## src/rtl/inst_enc_pkg.sv

```systemverilog
// Shared types and constants for the RV32I instruction encoder.
// Optional checking is enabled with the INST_ENC_CHECK_EN macro (see inst_enc_pack / inst_encoder).
package inst_enc_pkg;

  localparam int unsigned XLEN   = 32;
  localparam int unsigned OPC_W  = 7;
  localparam int unsigned REG_W  = 5;
  localparam int unsigned F3_W   = 3;
  localparam int unsigned FMT_W  = 3;
  localparam int unsigned ERRC_W = 2;

  // Instruction format codes; 5..7 are illegal
  localparam logic [FMT_W-1:0] FMT_I  = 3'd0;
  localparam logic [FMT_W-1:0] FMT_S  = 3'd1;
  localparam logic [FMT_W-1:0] FMT_SB = 3'd2;
  localparam logic [FMT_W-1:0] FMT_UJ = 3'd3;
  localparam logic [FMT_W-1:0] FMT_U  = 3'd4;

  // Opcodes of the instructions the loader typically emits
  localparam logic [OPC_W-1:0] OP_JAL    = 7'b1101111;
  localparam logic [OPC_W-1:0] OP_BRANCH = 7'b1100011;
  localparam logic [OPC_W-1:0] OP_STORE  = 7'b0100011;
  localparam logic [OPC_W-1:0] OP_IMM    = 7'b0010011;
  localparam logic [OPC_W-1:0] OP_LUI    = 7'b0110111;
  localparam logic [OPC_W-1:0] OP_AUIPC  = 7'b0010111;
  localparam logic [OPC_W-1:0] OP_LOAD   = 7'b0000011;

  // Error codes; a larger code has priority when several apply
  typedef enum logic [ERRC_W-1:0] {
    ERR_NONE  = 2'd0,
    ERR_RANGE = 2'd1,
    ERR_ALIGN = 2'd2,
    ERR_FMT   = 2'd3
  } err_e;

  typedef enum logic [1:0] {
    ST_IDLE = 2'd0,
    ST_RUN  = 2'd1,
    ST_ERR  = 2'd2
  } state_e;

  // One encode request as seen by the packer
  typedef struct packed {
    logic [FMT_W-1:0] fmt;
    logic [OPC_W-1:0] opcode;
    logic [REG_W-1:0] rd;
    logic [REG_W-1:0] rs1;
    logic [REG_W-1:0] rs2;
    logic [F3_W-1:0]  funct3;
    logic [XLEN-1:0]  imm;
  } enc_req_t;

  // True when v, read as signed, is representable in a w-bit signed field
  function automatic logic fits_signed(input logic [XLEN-1:0] v, input int unsigned w);
    logic signed [XLEN-1:0] lim;
    lim = 32'sd1 <<< (w - 1);
    return ($signed(v) >= -lim) && ($signed(v) < lim);
  endfunction

endpackage

```

## src/rtl/inst_encoder_if.sv

```systemverilog
// Request/response bus of the instruction encoder (loader side and imem write side).
interface inst_encoder_if #(
  parameter int unsigned ADDR_W = 14
);
  import inst_enc_pkg::*;

  logic                     start;
  logic [ADDR_W-1:0]        base_addr;
  logic                     in_valid;
  logic                     in_ready;
  logic [FMT_W-1:0]         in_fmt;
  logic [OPC_W-1:0]         in_opcode;
  logic [REG_W-1:0]         in_rd;
  logic [REG_W-1:0]         in_rs1;
  logic [REG_W-1:0]         in_rs2;
  logic [F3_W-1:0]          in_funct3;
  logic [XLEN-1:0]          in_imm;
  logic                     out_valid;
  logic                     out_ready;
  logic [ADDR_W-1:0]        out_addr;
  logic [XLEN-1:0]          out_inst;
  logic                     err;
  logic [ERRC_W-1:0]        err_code;

  // Driver of requests and sink of encoded words
  modport master (
    output start, base_addr, in_valid, in_fmt, in_opcode, in_rd, in_rs1, in_rs2,
           in_funct3, in_imm, out_ready,
    input  in_ready, out_valid, out_addr, out_inst, err, err_code
  );

  // The encoder itself
  modport slave (
    input  start, base_addr, in_valid, in_fmt, in_opcode, in_rd, in_rs1, in_rs2,
           in_funct3, in_imm, out_ready,
    output in_ready, out_valid, out_addr, out_inst, err, err_code
  );

endinterface

```

## src/rtl/inst_enc_pack.sv

```systemverilog
// Combinational RV32I packer: places fields and immediate bits into one word.
// With INST_ENC_CHECK_EN defined it also reports range/alignment/format errors.
module inst_enc_pack
  import inst_enc_pkg::*;
(
  input  enc_req_t          req_i,
  output logic [XLEN-1:0]   inst_c_o,
  output logic [ERRC_W-1:0] code_c_o
);

  logic [XLEN-1:0] imm;
  assign imm = req_i.imm;

  // Scatter immediate bits into the format's slots; illegal formats pack as I
  always_comb begin : pack_word
    inst_c_o = '0;
    case (req_i.fmt)
      FMT_S:   inst_c_o = {imm[11:5], req_i.rs2, req_i.rs1, req_i.funct3, imm[4:0], req_i.opcode};
      FMT_SB:  inst_c_o = {imm[12], imm[10:5], req_i.rs2, req_i.rs1, req_i.funct3,
                           imm[4:1], imm[11], req_i.opcode};
      FMT_UJ:  inst_c_o = {imm[20], imm[10:1], imm[11], imm[19:12], req_i.rd, req_i.opcode};
      FMT_U:   inst_c_o = {imm[19:0], req_i.rd, req_i.opcode};
      default: inst_c_o = {imm[11:0], req_i.rs1, req_i.funct3, req_i.rd, req_i.opcode};
    endcase
  end

`ifdef INST_ENC_CHECK_EN
  // Highest applicable code wins: format, then alignment, then range
  always_comb begin : range_check
    code_c_o = ERR_NONE;
    case (req_i.fmt)
      FMT_I, FMT_S: begin
        if (!fits_signed(imm, 12)) code_c_o = ERR_RANGE;
      end
      FMT_SB: begin
        if (imm[0])                      code_c_o = ERR_ALIGN;
        else if (!fits_signed(imm, 13))  code_c_o = ERR_RANGE;
      end
      FMT_UJ: begin
        if (imm[0])                      code_c_o = ERR_ALIGN;
        else if (!fits_signed(imm, 21))  code_c_o = ERR_RANGE;
      end
      FMT_U: begin
        if (!fits_signed(imm, 20)) code_c_o = ERR_RANGE;
      end
      default: code_c_o = ERR_FMT;
    endcase
  end
`else
  // Without checking, high immediate bits are simply truncated away
  logic unused_imm_hi;
  assign unused_imm_hi = ^imm[31:21];
  assign code_c_o      = ERR_NONE;
`endif

endmodule

```

## src/rtl/inst_encoder.sv

```systemverilog
// Instruction encoder top: FSM, single output register and write-address counter.
// INST_ENC_CHECK_EN enables rejecting bad requests (err/err_code, ERR state).
module inst_encoder
  import inst_enc_pkg::*;
#(
  parameter int unsigned ADDR_W = 14
) (
  input logic           clk,
  input logic           rst_n,
  inst_encoder_if.slave bus
);

  localparam int unsigned ADDR_STEP = 4;

  state_e              state_q, state_d;
  logic                in_ready_c;
  logic                accept_c;
  logic                load_c;
  logic                bad_c;
  logic                out_fire_c;
  logic                out_valid_q, out_valid_d;
  logic [ADDR_W-1:0]   out_addr_q, out_addr_d;
  logic [ADDR_W-1:0]   base_aligned_c;
  logic [XLEN-1:0]     out_inst_q, out_inst_d;
  logic [XLEN-1:0]     pack_inst_c;
  logic [ERRC_W-1:0]   pack_code_c;
  logic                err_q, err_d;
  logic [ERRC_W-1:0]   err_code_q, err_code_d;
  enc_req_t            req_c;
  logic                unused_base_lsb;

  // Gather the request fields into one payload
  always_comb begin : req_gather
    req_c        = '0;
    req_c.fmt    = bus.in_fmt;
    req_c.opcode = bus.in_opcode;
    req_c.rd     = bus.in_rd;
    req_c.rs1    = bus.in_rs1;
    req_c.rs2    = bus.in_rs2;
    req_c.funct3 = bus.in_funct3;
    req_c.imm    = bus.in_imm;
  end

  inst_enc_pack u_pack (
    .req_i    (req_c),
    .inst_c_o (pack_inst_c),
    .code_c_o (pack_code_c)
  );

`ifdef INST_ENC_CHECK_EN
  assign bad_c = (pack_code_c != ERR_NONE);
`else
  logic unused_code;
  assign unused_code = ^pack_code_c;
  assign bad_c       = 1'b0;
`endif

  // Word addresses are always 4-byte aligned
  assign base_aligned_c  = {bus.base_addr[ADDR_W-1:2], 2'b00};
  assign unused_base_lsb = ^bus.base_addr[1:0];

  // FSM state register
  always_ff @(posedge clk) begin : state_reg
    if (!rst_n) state_q <= ST_IDLE;
    else        state_q <= state_d;
  end

  // FSM next state: start always re-enters RUN, a rejected request parks in ERR
  always_comb begin : state_next
    state_d = state_q;
    if (bus.start)                 state_d = ST_RUN;
    else if (accept_c && bad_c)    state_d = ST_ERR;
  end

  // FSM outputs: handshake qualifiers for both sides of the output register
  always_comb begin : state_out
    in_ready_c = 1'b0;
    if (state_q == ST_RUN) in_ready_c = !out_valid_q || bus.out_ready;
    accept_c   = bus.in_valid && in_ready_c;
    load_c     = accept_c && !bad_c;
    out_fire_c = out_valid_q && bus.out_ready;
  end

  // Next values of the output register, address counter and error flags
  always_comb begin : dp_next
    out_valid_d = out_valid_q;
    out_addr_d  = out_addr_q;
    out_inst_d  = out_inst_q;
    err_d       = err_q;
    err_code_d  = err_code_q;

    if (load_c)                        out_valid_d = 1'b1;
    else if (bus.start || out_fire_c)  out_valid_d = 1'b0;

    if (bus.start)        out_addr_d = base_aligned_c;
    else if (out_fire_c)  out_addr_d = out_addr_q + ADDR_W'(ADDR_STEP);

    if (load_c) out_inst_d = pack_inst_c;

    if (bus.start) begin
      err_d      = 1'b0;
      err_code_d = ERR_NONE;
    end else if (accept_c && bad_c) begin
      err_d      = 1'b1;
      err_code_d = pack_code_c;
    end
  end

  // Output register, address counter and sticky error
  always_ff @(posedge clk) begin : dp_reg
    if (!rst_n) begin
      out_valid_q <= 1'b0;
      out_addr_q  <= '0;
      out_inst_q  <= '0;
      err_q       <= 1'b0;
      err_code_q  <= ERR_NONE;
    end else begin
      out_valid_q <= out_valid_d;
      out_addr_q  <= out_addr_d;
      out_inst_q  <= out_inst_d;
      err_q       <= err_d;
      err_code_q  <= err_code_d;
    end
  end

  assign bus.in_ready  = in_ready_c;
  assign bus.out_valid = out_valid_q;
  assign bus.out_addr  = out_addr_q;
  assign bus.out_inst  = out_inst_q;
  assign bus.err       = err_q;
  assign bus.err_code  = err_code_q;

endmodule

```

## src/flat_wrapper.sv

```systemverilog
// flat-port wrapper written by rule: the top's interface ports become plain ports
module inst_encoder_flat import inst_enc_pkg::*;
#(
  parameter int unsigned ADDR_W = 14
)
  (clk, rst_n, bus_start, bus_base_addr, bus_in_valid, bus_in_fmt, bus_in_opcode, bus_in_rd, bus_in_rs1, bus_in_rs2, bus_in_funct3, bus_in_imm, bus_out_ready, bus_in_ready, bus_out_valid, bus_out_addr, bus_out_inst, bus_err, bus_err_code);
  inst_encoder_if #(.ADDR_W(ADDR_W)) bus_i ();
  input logic clk;
  input logic rst_n;
  input wire logic [$bits(bus_i.start)-1:0] bus_start;
  input wire logic [$bits(bus_i.base_addr)-1:0] bus_base_addr;
  input wire logic [$bits(bus_i.in_valid)-1:0] bus_in_valid;
  input wire logic [$bits(bus_i.in_fmt)-1:0] bus_in_fmt;
  input wire logic [$bits(bus_i.in_opcode)-1:0] bus_in_opcode;
  input wire logic [$bits(bus_i.in_rd)-1:0] bus_in_rd;
  input wire logic [$bits(bus_i.in_rs1)-1:0] bus_in_rs1;
  input wire logic [$bits(bus_i.in_rs2)-1:0] bus_in_rs2;
  input wire logic [$bits(bus_i.in_funct3)-1:0] bus_in_funct3;
  input wire logic [$bits(bus_i.in_imm)-1:0] bus_in_imm;
  input wire logic [$bits(bus_i.out_ready)-1:0] bus_out_ready;
  output wire logic [$bits(bus_i.in_ready)-1:0] bus_in_ready;
  output wire logic [$bits(bus_i.out_valid)-1:0] bus_out_valid;
  output wire logic [$bits(bus_i.out_addr)-1:0] bus_out_addr;
  output wire logic [$bits(bus_i.out_inst)-1:0] bus_out_inst;
  output wire logic [$bits(bus_i.err)-1:0] bus_err;
  output wire logic [$bits(bus_i.err_code)-1:0] bus_err_code;
  assign bus_i.start = bus_start;
  assign bus_i.base_addr = bus_base_addr;
  assign bus_i.in_valid = bus_in_valid;
  assign bus_i.in_fmt = bus_in_fmt;
  assign bus_i.in_opcode = bus_in_opcode;
  assign bus_i.in_rd = bus_in_rd;
  assign bus_i.in_rs1 = bus_in_rs1;
  assign bus_i.in_rs2 = bus_in_rs2;
  assign bus_i.in_funct3 = bus_in_funct3;
  assign bus_i.in_imm = bus_in_imm;
  assign bus_i.out_ready = bus_out_ready;
  assign bus_in_ready = bus_i.in_ready;
  assign bus_out_valid = bus_i.out_valid;
  assign bus_out_addr = bus_i.out_addr;
  assign bus_out_inst = bus_i.out_inst;
  assign bus_err = bus_i.err;
  assign bus_err_code = bus_i.err_code;
  inst_encoder #(.ADDR_W(ADDR_W)) u_core (.clk(clk), .rst_n(rst_n), .bus(bus_i));
endmodule
```

## config.mk

```make
export PLATFORM = sky130hd
export DESIGN_NAME = inst_encoder_flat
export DESIGN_NICKNAME = d
export VERILOG_FILES = /design/src/rtl/inst_enc_pkg.sv /design/src/rtl/inst_encoder_if.sv /design/src/rtl/inst_enc_pack.sv /design/src/rtl/inst_encoder.sv /design/src/flat_wrapper.sv
export SDC_FILE = /design/constraint.sdc
export NUM_CORES = 1
export LEC_CHECK = 0
export ABC_AREA = 1
export CORE_MARGIN = 2
export CORE_UTILIZATION = 30
export CTS_CLUSTER_SIZE = 16
export DETAILED_ROUTE_END_ITERATION = 10
export GPL_TIMING_DRIVEN = 1
export PLACE_DENSITY_LB_ADDON = 0.12
export SYNTH_ARGS = -nofsm -noshare
export SYNTH_HDL_FRONTEND = slang
export SYNTH_SLANG_ARGS = --single-unit
```

## constraint.sdc

```tcl
create_clock -name clk -period 1.8 [get_ports clk]
set_input_delay 0.54 -clock clk [delete_from_list [all_inputs] [get_ports clk]]
set_output_delay 0.54 -clock clk [all_outputs]
set_load 0.1 [all_outputs]
```

==> results.toml, run 1 <==
[synthesis]
synthArstFlopShare_pct = 0
yosys_warnings = 0
avgSynthCellArea_um2 = 6.45
synth-seq-area-share_pct = 35.1
synth_cell_types = 32
syn_area_mm2 = 0.00262
synth_edf_count = 0
synth_cells = 406
synth_seq_cells = 46
ys.flop_type = "dfxtp_1"

[setup_path]
critPathMaxFanout = 3
worstPathCellList = "dlygate4sd2_1 > nor2_4 > nor2_4 > buf_12"
slowest_delay_ns = 0.27
crit_path_frequent_cell = "nor2_4"
cp_num_buf_inv = 2
r2r-start = "u_core.bus.out_addr[3]"
path_delay_family = "buffers and inverters"
end_kind = "output port"
required_ns = 1.26
crit_type = "in -> out"
crit_slowest_cell = "dlygate4sd2_1"
crit_arrival_ns = 1.23
start_kind = "input pin"
crit_start = "bus_out_ready"

[timing]
min_period_ns = 1.77
fin_setup_tns_ns = 0
clock_skew_ns = 0.00808
setup_viol_count_final = 0
fmax_mhz = 566
rsz0062_at_grt = "no"
slew_violations = 0
period_share_pct = 98.1
hold_viol = 0
holdWs_ns = 0.506

[clocking]
cts_setup_buffers = 0
worstSkewPairLatency_ns = 0.30
numCtsBuffers = 5
ctsHoldBuffers = 0
clock-sinks = 46
cts_htree_levels = 2
clockRootBuffer = "clkbuf_8"
cts_tree = "done"
cts_buffer_depth = 2
clk_pin_slew_worst_paths_ns = 0.09

[finish]
fillCellCount = 864
drive_gt1_share_pct = 19.5
register_area_um2 = 932
postLayoutCellArea_mm2 = 0.00454
multiInputGateArea_mm2 = 0.00138
area_growth_pct = 73.2
nets = 608
diodes = 0

[global_routing]
grt_max_degree = 45
grt.overflow.total = 0
grt_pass1_vias = 2767
grtUsageTotal_pct = 16.9
antenna_found_initial = 0
grt_first_pass_wirelength_mm = 13.2

[floorplanning]
dieHeight_um = 97.5
start_util_pct = 30.5
dieArea_mm2 = 0.00950
io_pins = 130
core_mm2 = 0.00859
dieWidth_um = 97.5
num_rows = 34

[place]
io_buffer_count = 111
place_area_mm2 = 0.00443
gp_routability_congestion = 0.904
hpwlAfterDp_mm = 6.15

[routing]
num_vias = 2884
ant_nets = 0
drtIter0Drc = 110
post-route-drc-count = 0
wl_per_cell_um = 12.5
first_pass_iters = 4
drt_wl_total_mm = 7.98
via_per_inst = 4.53

[outcome]
status = "finished, final reports clean"

[power_and_ir_drop]
vdd_drop_max_v = 0.000322
p_leak_nw = 1.97
powerDensity_mw_per_mm2 = 679

[hold_path]
hp-start = "u_core.bus.out_inst[5]"
hold_path.class = "reg -> reg"

[run]
drv_cap = 0
==> per-layer routing <==
layer	vias to the layer above	share of wire, %	GRT usage, %
li1	1532	-	-
met1	1273	47	22.1
met2	67	46	27.5
met3	12	5.3	4.17
met4	0	2.1	5.45
met5	-	0	0
==> sequential cells by signal, indices dropped and copies added (netlist names) <==
name and flops:
u_core.state_q 1, u_core.bus.out_inst 32, u_core.bus.out_addr 12, u_core.bus.out_valid 1
==> Yosys cell counts, types with 3 or more instances <==
library cell | n | area share (%)
o21ai_1 | 4 | 0.76
o21ai_0 | 33 | 6.3
buf_2 | 10 | 1.9
buf_6 | 3 | 1.3
buf_4 | 7 | 2.0
nand4_1 | 7 | 1.7
o21a_1 | 12 | 3.4
nand2_2 | 3 | 0.72
dfxtp_1 | 46 | 35
nand2_1 | 112 | 16
nor2_1 | 38 | 5.4
a21oi_1 | 29 | 5.5
inv_1 | 44 | 6.3
nand3_1 | 26 | 5.0
inv_2 | 5 | 0.72
a31oi_1 | 4 | 0.95
==> stage by stage <==
step,utilization [%],cells,setup slack [ns],power [mW]
finish,52.8,637,0.0339,3.08
global route,52.8,637,0.00240,3.23
CTS,52.7,637,0.0278,3.12
detailed placement,51.6,629,-0.254,2.43
global placement,51.6,629,-0.222,2.42
floorplan,-,410,-0.00120,1.90
==> power by group <==
group / total [mW] / internal [mW] / switching, mW
clock network: 0.677 / 0.310 / 0.367
logic: 1.24 / 0.488 / 0.753
registers: 1.16 / 1.08 / 0.0797
==> final timing paths <==
path                             to  slack (ns)  cells after the start
max reg2reg  u_core.bus.out_addr[8]        0.47                      6
max                    bus_in_ready        0.03                      4
min          u_core.bus.out_inst[5]        0.51                      2
min reg2reg  u_core.bus.out_inst[5]        0.51                      2
==> layout make-up <==
class | count | share of cell area (%)
Timing Repair Buffer | 134 | 39.6
Multi-Input combinational cell | 289 | 30.5
Sequential cell | 46 | 20.5
Inverter | 52 | 4.36
Tap cell | 108 | 2.98
Clock buffer | 6 | 1.82
Clock inverter | 2 | 0.276
==> layout by cell type, fill, tap and decap left out, drive strengths merged <==
master / count
a21oi: 29
a31oi: 4
buf: 69
clkbuf: 6
clkdlybuf4s50: 63
clkinv: 3
clkinvlp: 1
conb: 5
dfxtp: 46
dlygate4sd2: 1
dlymetal6s2s: 1
ha: 1
inv: 50
nand2: 115
nand3: 29
nand4: 7
nor2: 41
nor3: 1
o211ai: 2
o21a: 12
o21ai: 37
o21bai: 1
o22ai: 2
or2: 1
xor2: 2
==> logic make-up after synthesis <==
family | count (synthesis) | share of synthesized area, %
AOI/OAI and AO/OA | 87 | 18.3
xor gates and xnor gates | 2 | 0.669
adders and majority gates | 1 | 0.477
buffers and inverters | 75 | 13.2
DFF | 46 | 35.1
other | 1 | 0.143
and+or+nand+nor | 194 | 32.0
==> timing repair <==
item	CTS	global route
setup endpoints to repair	1	4
pin swaps	0	0
resized for setup	2	2
==> worst register-to-register path: stages, from the launching register on <==
cell,delay (ns)
dfxtp_2,0.40
ha_1,0.18
nand2_1,0.08
nor2_1,0.24
xor2_1,0.17
nand2_1,0.06
a21oi_1,0.13
No activity file was read; power rests on OpenSTA's default activity.
==> run 2, diff against run 1 <==
Settings changed: CTS_CLUSTER_SIZE 16 to 28, SLEW_MARGIN set to 20.
==> results of run 2 <==
No change in the layout: final DEF, timing and power equal those of run 1.
